--- config.mk ---
export PLATFORM = sky130hd
export DESIGN_NAME = mips_decode_stage
export DESIGN_NICKNAME = d
export VERILOG_FILES = /design/src/rtl/mips_decode_stage.sv
export SDC_FILE = /design/constraint.sdc
export NUM_CORES = 1
export LEC_CHECK = 0
export ABC_AREA = 1
export BUFFER_PORTS_ARGS = -buffer_cell sky130_fd_sc_hd__buf_2
export CORE_ASPECT_RATIO = 1.4
export CORE_UTILIZATION = 55
export DETAILED_ROUTE_END_ITERATION = 10
export PLACE_DENSITY = 0.88
export RECOVER_POWER = 100
export SYNTH_ARGS = -nofsm -noshare
export SYNTH_HDL_FRONTEND = slang
export SYNTH_SLANG_ARGS = --single-unit
--- constraint.sdc ---
create_clock -name clk -period 2.5 [get_ports clk]
set_input_delay 0.25 -clock clk [delete_from_list [all_inputs] [get_ports clk]]
set_output_delay 0.25 -clock clk [all_outputs]
set_load 0.005 [all_outputs]
--- src/rtl/mips_decode_stage.sv ---
// MIPS instruction-decode stage: registered decode into a 2-entry output/skid buffer
// with valid/ready handshakes on both sides, flush, and a saturating illegal counter.
module mips_decode_stage #(
    parameter int XLEN   = 32,
    parameter int EN_EXT = 1,
    parameter int CNT_W  = 16
) (
    input  logic             clk,
    input  logic             rst_n,
    input  logic             flush,
    input  logic             in_valid,
    output logic             in_ready,
    input  logic [31:0]      in_ins,
    input  logic [XLEN-1:0]  in_pc,
    output logic             out_valid,
    input  logic             out_ready,
    output logic [XLEN-1:0]  out_pc,
    output logic [4:0]       out_rs,
    output logic [4:0]       out_rt,
    output logic [4:0]       out_wreg,
    output logic [XLEN-1:0]  out_imm,
    output logic [4:0]       out_shamt,
    output logic [25:0]      out_jaddr,
    output logic             RegWrite,
    output logic             MemtoReg,
    output logic             MemWrite,
    output logic             ALUSrc,
    output logic             Branch,
    output logic             BranchNe,
    output logic             Jump,
    output logic             Link,
    output logic [3:0]       alu_control,
    output logic             illegal,
    output logic [CNT_W-1:0] ill_cnt
);
    // Handshake: a transfer happens on a rising edge where valid && ready on that side;
    // valid never waits on ready, and in_ready comes straight from a flop.

    localparam logic [5:0] OP_R    = 6'b000000;
    localparam logic [5:0] OP_LW   = 6'b100011;
    localparam logic [5:0] OP_SW   = 6'b101011;
    localparam logic [5:0] OP_BEQ  = 6'b000100;
    localparam logic [5:0] OP_BNE  = 6'b000101;
    localparam logic [5:0] OP_J    = 6'b000010;
    localparam logic [5:0] OP_JAL  = 6'b000011;
    localparam logic [5:0] OP_ADDI = 6'b001000;
    localparam logic [5:0] OP_SLTI = 6'b001010;
    localparam logic [5:0] OP_ANDI = 6'b001100;
    localparam logic [5:0] OP_ORI  = 6'b001101;
    localparam logic [5:0] OP_LUI  = 6'b001111;

    localparam logic [3:0] ALU_AND   = 4'b0000;
    localparam logic [3:0] ALU_OR    = 4'b0001;
    localparam logic [3:0] ALU_ADD   = 4'b0010;
    localparam logic [3:0] ALU_SUB   = 4'b0110;
    localparam logic [3:0] ALU_SLT   = 4'b0111;
    localparam logic [3:0] ALU_NOR   = 4'b1100;
    localparam logic [3:0] ALU_SLL   = 4'b1000;
    localparam logic [3:0] ALU_SRL   = 4'b1001;
    localparam logic [3:0] ALU_FALSE = 4'b1111;

    typedef struct packed {
        logic [XLEN-1:0] pc;
        logic [4:0]      rs;
        logic [4:0]      rt;
        logic [4:0]      wreg;
        logic [4:0]      shamt;
        logic [XLEN-1:0] imm;
        logic [25:0]     jaddr;
        logic            reg_write;
        logic            mem_to_reg;
        logic            mem_write;
        logic            alu_src;
        logic            branch;
        logic            branch_ne;
        logic            jump;
        logic            link;
        logic [3:0]      alu;
        logic            illegal;
    } entry_t;

    typedef enum logic [1:0] {S_EMPTY, S_ONE, S_FULL} state_t;

    state_t             state_q, state_d;
    entry_t             out_q, out_d;
    entry_t             skid_q, skid_d;
    logic               in_ready_q, in_ready_d;
    logic [CNT_W-1:0]   ill_cnt_q, ill_cnt_d;

    entry_t dec;
    logic   legal;
    logic   ext;
    logic   accept;
    logic   hs;

    always_comb begin
        dec        = '0;
        legal      = 1'b1;
        ext        = 1'b0;
        dec.pc     = in_pc;
        dec.rs     = in_ins[25:21];
        dec.rt     = in_ins[20:16];
        dec.wreg   = in_ins[20:16];
        dec.shamt  = in_ins[10:6];
        dec.jaddr  = in_ins[25:0];
        dec.imm    = {{(XLEN-16){in_ins[15]}}, in_ins[15:0]};
        dec.alu    = ALU_ADD;
        case (in_ins[31:26])
            OP_R: begin
                dec.wreg      = in_ins[15:11];
                dec.reg_write = 1'b1;
                case (in_ins[5:0])
                    6'b100100: dec.alu = ALU_AND;
                    6'b100101: dec.alu = ALU_OR;
                    6'b100000: dec.alu = ALU_ADD;
                    6'b100010: dec.alu = ALU_SUB;
                    6'b101010: dec.alu = ALU_SLT;
                    6'b100111: begin dec.alu = ALU_NOR; ext = 1'b1; end
                    6'b000000: begin dec.alu = ALU_SLL; ext = 1'b1; end
                    6'b000010: begin dec.alu = ALU_SRL; ext = 1'b1; end
                    default:   legal = 1'b0;
                endcase
            end
            OP_LW: begin
                dec.reg_write  = 1'b1;
                dec.mem_to_reg = 1'b1;
                dec.alu_src    = 1'b1;
            end
            OP_SW: begin
                dec.mem_write = 1'b1;
                dec.alu_src   = 1'b1;
            end
            OP_BEQ: begin
                dec.branch = 1'b1;
                dec.alu    = ALU_SUB;
            end
            OP_BNE: begin
                dec.branch    = 1'b1;
                dec.branch_ne = 1'b1;
                dec.alu       = ALU_SUB;
                ext           = 1'b1;
            end
            OP_J: dec.jump = 1'b1;
            OP_JAL: begin
                dec.jump      = 1'b1;
                dec.link      = 1'b1;
                dec.reg_write = 1'b1;
                dec.wreg      = 5'd31;
                ext           = 1'b1;
            end
            OP_ADDI: begin
                dec.reg_write = 1'b1;
                dec.alu_src   = 1'b1;
            end
            OP_SLTI: begin
                dec.reg_write = 1'b1;
                dec.alu_src   = 1'b1;
                dec.alu       = ALU_SLT;
                ext           = 1'b1;
            end
            OP_ANDI, OP_ORI: begin
                dec.reg_write   = 1'b1;
                dec.alu_src     = 1'b1;
                dec.alu         = (in_ins[26]) ? ALU_OR : ALU_AND;
                dec.imm         = '0;
                dec.imm[15:0]   = in_ins[15:0];
                ext             = 1'b1;
            end
            OP_LUI: begin
                dec.reg_write   = 1'b1;
                dec.alu_src     = 1'b1;
                dec.imm         = '0;
                dec.imm[31:16]  = in_ins[15:0];
                ext             = 1'b1;
            end
            default: legal = 1'b0;
        endcase
        if (ext && (EN_EXT == 0)) begin
            legal = 1'b0;
        end
        // Undecodable entries carry no side effects downstream, only the flag.
        if (!legal) begin
            dec.reg_write  = 1'b0;
            dec.mem_to_reg = 1'b0;
            dec.mem_write  = 1'b0;
            dec.alu_src    = 1'b0;
            dec.branch     = 1'b0;
            dec.branch_ne  = 1'b0;
            dec.jump       = 1'b0;
            dec.link       = 1'b0;
            dec.alu        = ALU_FALSE;
            dec.illegal    = 1'b1;
        end
    end

    assign out_valid = (state_q != S_EMPTY);
    assign in_ready  = in_ready_q;
    assign accept    = in_valid && in_ready_q && !flush;
    assign hs        = out_valid && out_ready;

    always_comb begin
        state_d   = state_q;
        out_d     = out_q;
        skid_d    = skid_q;
        ill_cnt_d = ill_cnt_q;
        // A delivery in the flush cycle still counts.
        if (hs && out_q.illegal && (ill_cnt_q != {CNT_W{1'b1}})) begin
            ill_cnt_d = ill_cnt_q + 1'b1;
        end
        if (flush) begin
            state_d = S_EMPTY;
            out_d   = '0;
        end else begin
            case (state_q)
                S_EMPTY: begin
                    if (accept) begin
                        out_d   = dec;
                        state_d = S_ONE;
                    end
                end
                S_ONE: begin
                    if (hs && accept) begin
                        out_d = dec;
                    end else if (hs) begin
                        out_d   = '0;
                        state_d = S_EMPTY;
                    end else if (accept) begin
                        skid_d  = dec;
                        state_d = S_FULL;
                    end
                end
                S_FULL: begin
                    if (hs) begin
                        out_d   = skid_q;
                        state_d = S_ONE;
                    end
                end
                default: state_d = S_EMPTY;
            endcase
        end
        in_ready_d = (state_d != S_FULL);
    end

    always_ff @(posedge clk or negedge rst_n) begin
        if (!rst_n) begin
            state_q    <= S_EMPTY;
            out_q      <= '0;
            skid_q     <= '0;
            in_ready_q <= 1'b1;
            ill_cnt_q  <= '0;
        end else begin
            state_q    <= state_d;
            out_q      <= out_d;
            skid_q     <= skid_d;
            in_ready_q <= in_ready_d;
            ill_cnt_q  <= ill_cnt_d;
        end
    end

    assign out_pc      = out_q.pc;
    assign out_rs      = out_q.rs;
    assign out_rt      = out_q.rt;
    assign out_wreg    = out_q.wreg;
    assign out_imm     = out_q.imm;
    assign out_shamt   = out_q.shamt;
    assign out_jaddr   = out_q.jaddr;
    assign RegWrite    = out_q.reg_write;
    assign MemtoReg    = out_q.mem_to_reg;
    assign MemWrite    = out_q.mem_write;
    assign ALUSrc      = out_q.alu_src;
    assign Branch      = out_q.branch;
    assign BranchNe    = out_q.branch_ne;
    assign Jump        = out_q.jump;
    assign Link        = out_q.link;
    assign alu_control = out_q.alu;
    assign illegal     = out_q.illegal;
    assign ill_cnt     = ill_cnt_q;

endmodule

==> run_results.csv <==
group,metric,value,unit
placement,gp_congestion,0.896,
sta,slew_violations,78,
critical_path,path_class,"flip-flop to flip-flop",
worst_hold_path,hp-class,"input port to flip-flop",
critical_path,worst_ep_required,2890,ps
sta,relative_slew_slack,-15.0,%
synthesis,syn_area,10800,sq um
synthesis,synth.yosys.seq_area_share,54.7,%
job,cap_viol_max_count,1,
final_layout,utilization,65.9,%
sta,grt_setup_unrepaired,"no",
clock_tree,clockRootBuffer,"sky130_fd_sc_hd__clkbuf_16",
placement,place_area,11900,sq um
power,power.ir.vdd_worst,0.000514,V
synthesis,synth_enable_flop_cells,0,
sta,clock_skew,6.57,ps
floorplan,die_x,120,um
placement,port-buffer-count,209,
final_layout,multiInputGateArea,3900,sq um
sta,hold_viol_final,0,
sta,setup_viol_count_final,0,
route,first_iter_violations,1025,
route,avgRoutedWirePerCell,16.8,um
clock_tree,clock_sink_count,235,
clock_tree,htreeDepth,1,
floorplan,placement_rows,60,
status,outcome,"complete, but fails checks",
synthesis,synth_adder_area_share,0.582,%
global_routing,grt_first_pass_wirelength,44.8,mm
synthesis,post_synth_num_cell_types,35,
final_layout,layout-drive-gt1-share,17.5,%
power,p_per_area,824,nW/um^2
critical_path,endpoint_kind,"flip-flop",
global_routing,globalRoute.totalOverflow,0,
synthesis,synth_top_family_by_area,"compound AO/OA/AOI/OAI gates",
synthesis,postSynthAreaPerCell,8.83,sq um
final_layout,final.fill_count,1602,
status,violations,"max-capacitance violations, max-slew violations",
synthesis,number_of_cells_produced_by_synthesis,1218,
clock_tree,tritoncts,"done",
sta,period_share,89.8,%
sta,tns,0,ps
critical_path,cp_data_arrival_time,2630,ps
critical_path,path_max_fanout,37,
global_routing,grtUsageTotal,27.8,%
synthesis,yosys.area_share.simple,16.2,%
placement,place_hpwl,18.0,mm
clock_tree,tritoncts.num_buffers,23,
synthesis,synth-compound-area-share,18.4,%
global_routing,grt_max_degree,105,
route,detail_route.wirelength,27.7,mm
synthesis,synth-xor-area-share,1.14,%
floorplan,starting_density,56.0,%
floorplan,fp.dieArea,20100,sq um
floorplan,placeableCoreArea,19200,sq um
final_layout,layout.cell_area.non_filler,12700,sq um
synthesis,mappedNetlistNets,1292,
sta,max_freq,445,MHz
route,drt_drc_violations_left,0,
route,routed_via_count_divided_by_cell_count,5.63,
synthesis,synth-seq-cells,235,
route,ant_nets,0,
final_layout,nNetsFinal,1463,
clock_tree,cts-root-to-sink-buffers,3,
route,first_pass_iters,7,
power,leakagePower,6.64,nW
critical_path,start_kind,"flip-flop",
synthesis,ys_warn_count,0,
synthesis,synthMuxAreaShare,0,%
clock_tree,clk_pin_slew,70,ps
clock_tree,post_cts_resized,0,
route,detailed_route_via_count,9310,
global_routing,grt_pass1_vias,8984,
sta,timing.final.crit_period,2250,ps
final_layout,area.sequential,5880,sq um
final_layout,synthesis_to_layout_area_growth,17.7,%
sta,worst-slew-pin-transition,1720,ps
floorplan,vertical_extent_of_the_die,167,um
floorplan,top_level_ports,210,
synthesis,synth-async-reset-ratio,100,%
global_routing,grt_antenna_before_repair,1,
clock_tree,clock_latency,510,ps
synthesis,dominantRegCellSynth,"sky130_fd_sc_hd__dfrtp_1",
-- flip-flops by register name, summed over array words and instances (netlist names) --
register	count
ill_cnt	16
skid_q	108
MemWrite	1
Jump	1
MemtoReg	1
BranchNe	1
out_shamt	4
out_imm	32
illegal	1
out_rt	4
Link	1
ALUSrc	1
RegWrite	1
alu_control	4
out_jaddr	13
in_ready	1
out_wreg	5
out_rs	5
out_pc	32
Branch	1
state_q	2
-- cell usage in the layout (no fill, tap or decap), drive strengths merged, types with 4 or more instances in the layout --
cell type,n
nand2,346
nand3,33
inv,124
o31ai,4
buf,189
bufinv,4
xor2,11
nand4,7
dfrtp,234
nor2,32
nor3,10
o22ai,22
dlygate4sd3,4
a22o,79
o21ai,204
clkbuf,67
clkinv,8
a21oi,4
ha,5
-- through the flow --
step                      hold slack (ps)  instances  setup WS (ps)  power [mW]
after floorplan                     -45.6       1218            689        6.05
after global placement                270       1608            492        6.62
after detailed placement              277       1608            400        6.74
after CTS                            2.53       1652            336        10.5
after global routing                 15.9       1653           74.0        10.9
final                                13.5       1653            255        10.4
-- critical path, cell delays in order (launching register included) --
cell                      delay (ps)
sky130_fd_sc_hd__dfrtp_1         410
sky130_fd_sc_hd__inv_1           150
sky130_fd_sc_hd__ha_1            230
sky130_fd_sc_hd__inv_1           100
sky130_fd_sc_hd__nand2_1         120
sky130_fd_sc_hd__inv_2            90
sky130_fd_sc_hd__nand3_1         100
sky130_fd_sc_hd__nand2_2          60
sky130_fd_sc_hd__inv_2            70
sky130_fd_sc_hd__buf_4           350
sky130_fd_sc_hd__o21ai_0         160
sky130_fd_sc_hd__a22o_1          260
-- cells by family after synthesis --
logic type	count (synthesis)
buffers and inverters	213
adder cells (fa/ha/maj)	5
XOR/XNOR	14
AND/OR/NAND/NOR	430
flip-flops	235
AO/OA/AOI/OAI	321
-- where the power goes --
| part | switching [mW] | internal [mW] |
|---|---|---|
| Clock | 1.49 | 2.25 |
| Sequential | 0.410 | 4.59 |
| Combinational | 1.01 | 0.668 |
| Total | 2.92 | 7.51 |
-- metal layers --
| metal | track usage, % | part of all wire [%] |
|---|---|---|
| met5 | 0 | 0 |
| met3 | 4.53 | 6.1 |
| met2 | 45.3 | 49 |
| met4 | 14.2 | 4.9 |
| met1 | 35.6 | 40 |
-- cells in the mapped netlist, drive strengths merged, types with 2 or more instances --
library cell | count | area [sq um]
dfrtp | 234 | 5860
o31ai | 4 | 30.0
a21oi | 4 | 20.0
buf | 68 | 424
o21ai | 204 | 1020
nand3 | 33 | 180
nand4 | 7 | 43.8
xnor2 | 3 | 26.3
inv | 126 | 473
a31oi | 2 | 12.5
nor3 | 10 | 55.1
a22oi | 3 | 22.5
xor2 | 11 | 96.3
o22ai | 22 | 138
ha | 5 | 62.6
clkbuf | 18 | 67.6
nor2 | 32 | 140
nor4 | 2 | 12.5
nand2 | 346 | 1310
a22o | 79 | 692
-- what timing repair did --
action                    in CTS  in global routing
hold endpoints to repair      75                  0
hold buffers                   4                  0
buffers inserted               0                  0
-- area by class of cell --
class | instances | area share, %
inverter | 127 | 3.78
clock inverter | 12 | 1.41
clock buffer | 28 | 5.09
multi-input combinational | 770 | 30.8
sequential | 235 | 46.5
antenna | 1 | 0.0198
tap | 248 | 2.45
timing repair buffer | 232 | 9.94
-- worst paths after layout --
check	startpoint	end	slack, ps	depth (start not counted)
min reg2reg	out_imm[24]	out_imm[24]	480	2
min	in_pc[10]	skid_q[101]	10	3
min in group asynchronous	rst_n	out_imm[24]	730	2
max in group asynchronous	rst_n	in_ready	490	3
max reg2reg	state_q[0]	out_pc[18]	250	11
max	state_q[0]	out_pc[18]	250	11
(Power assumes the default switching activity.)
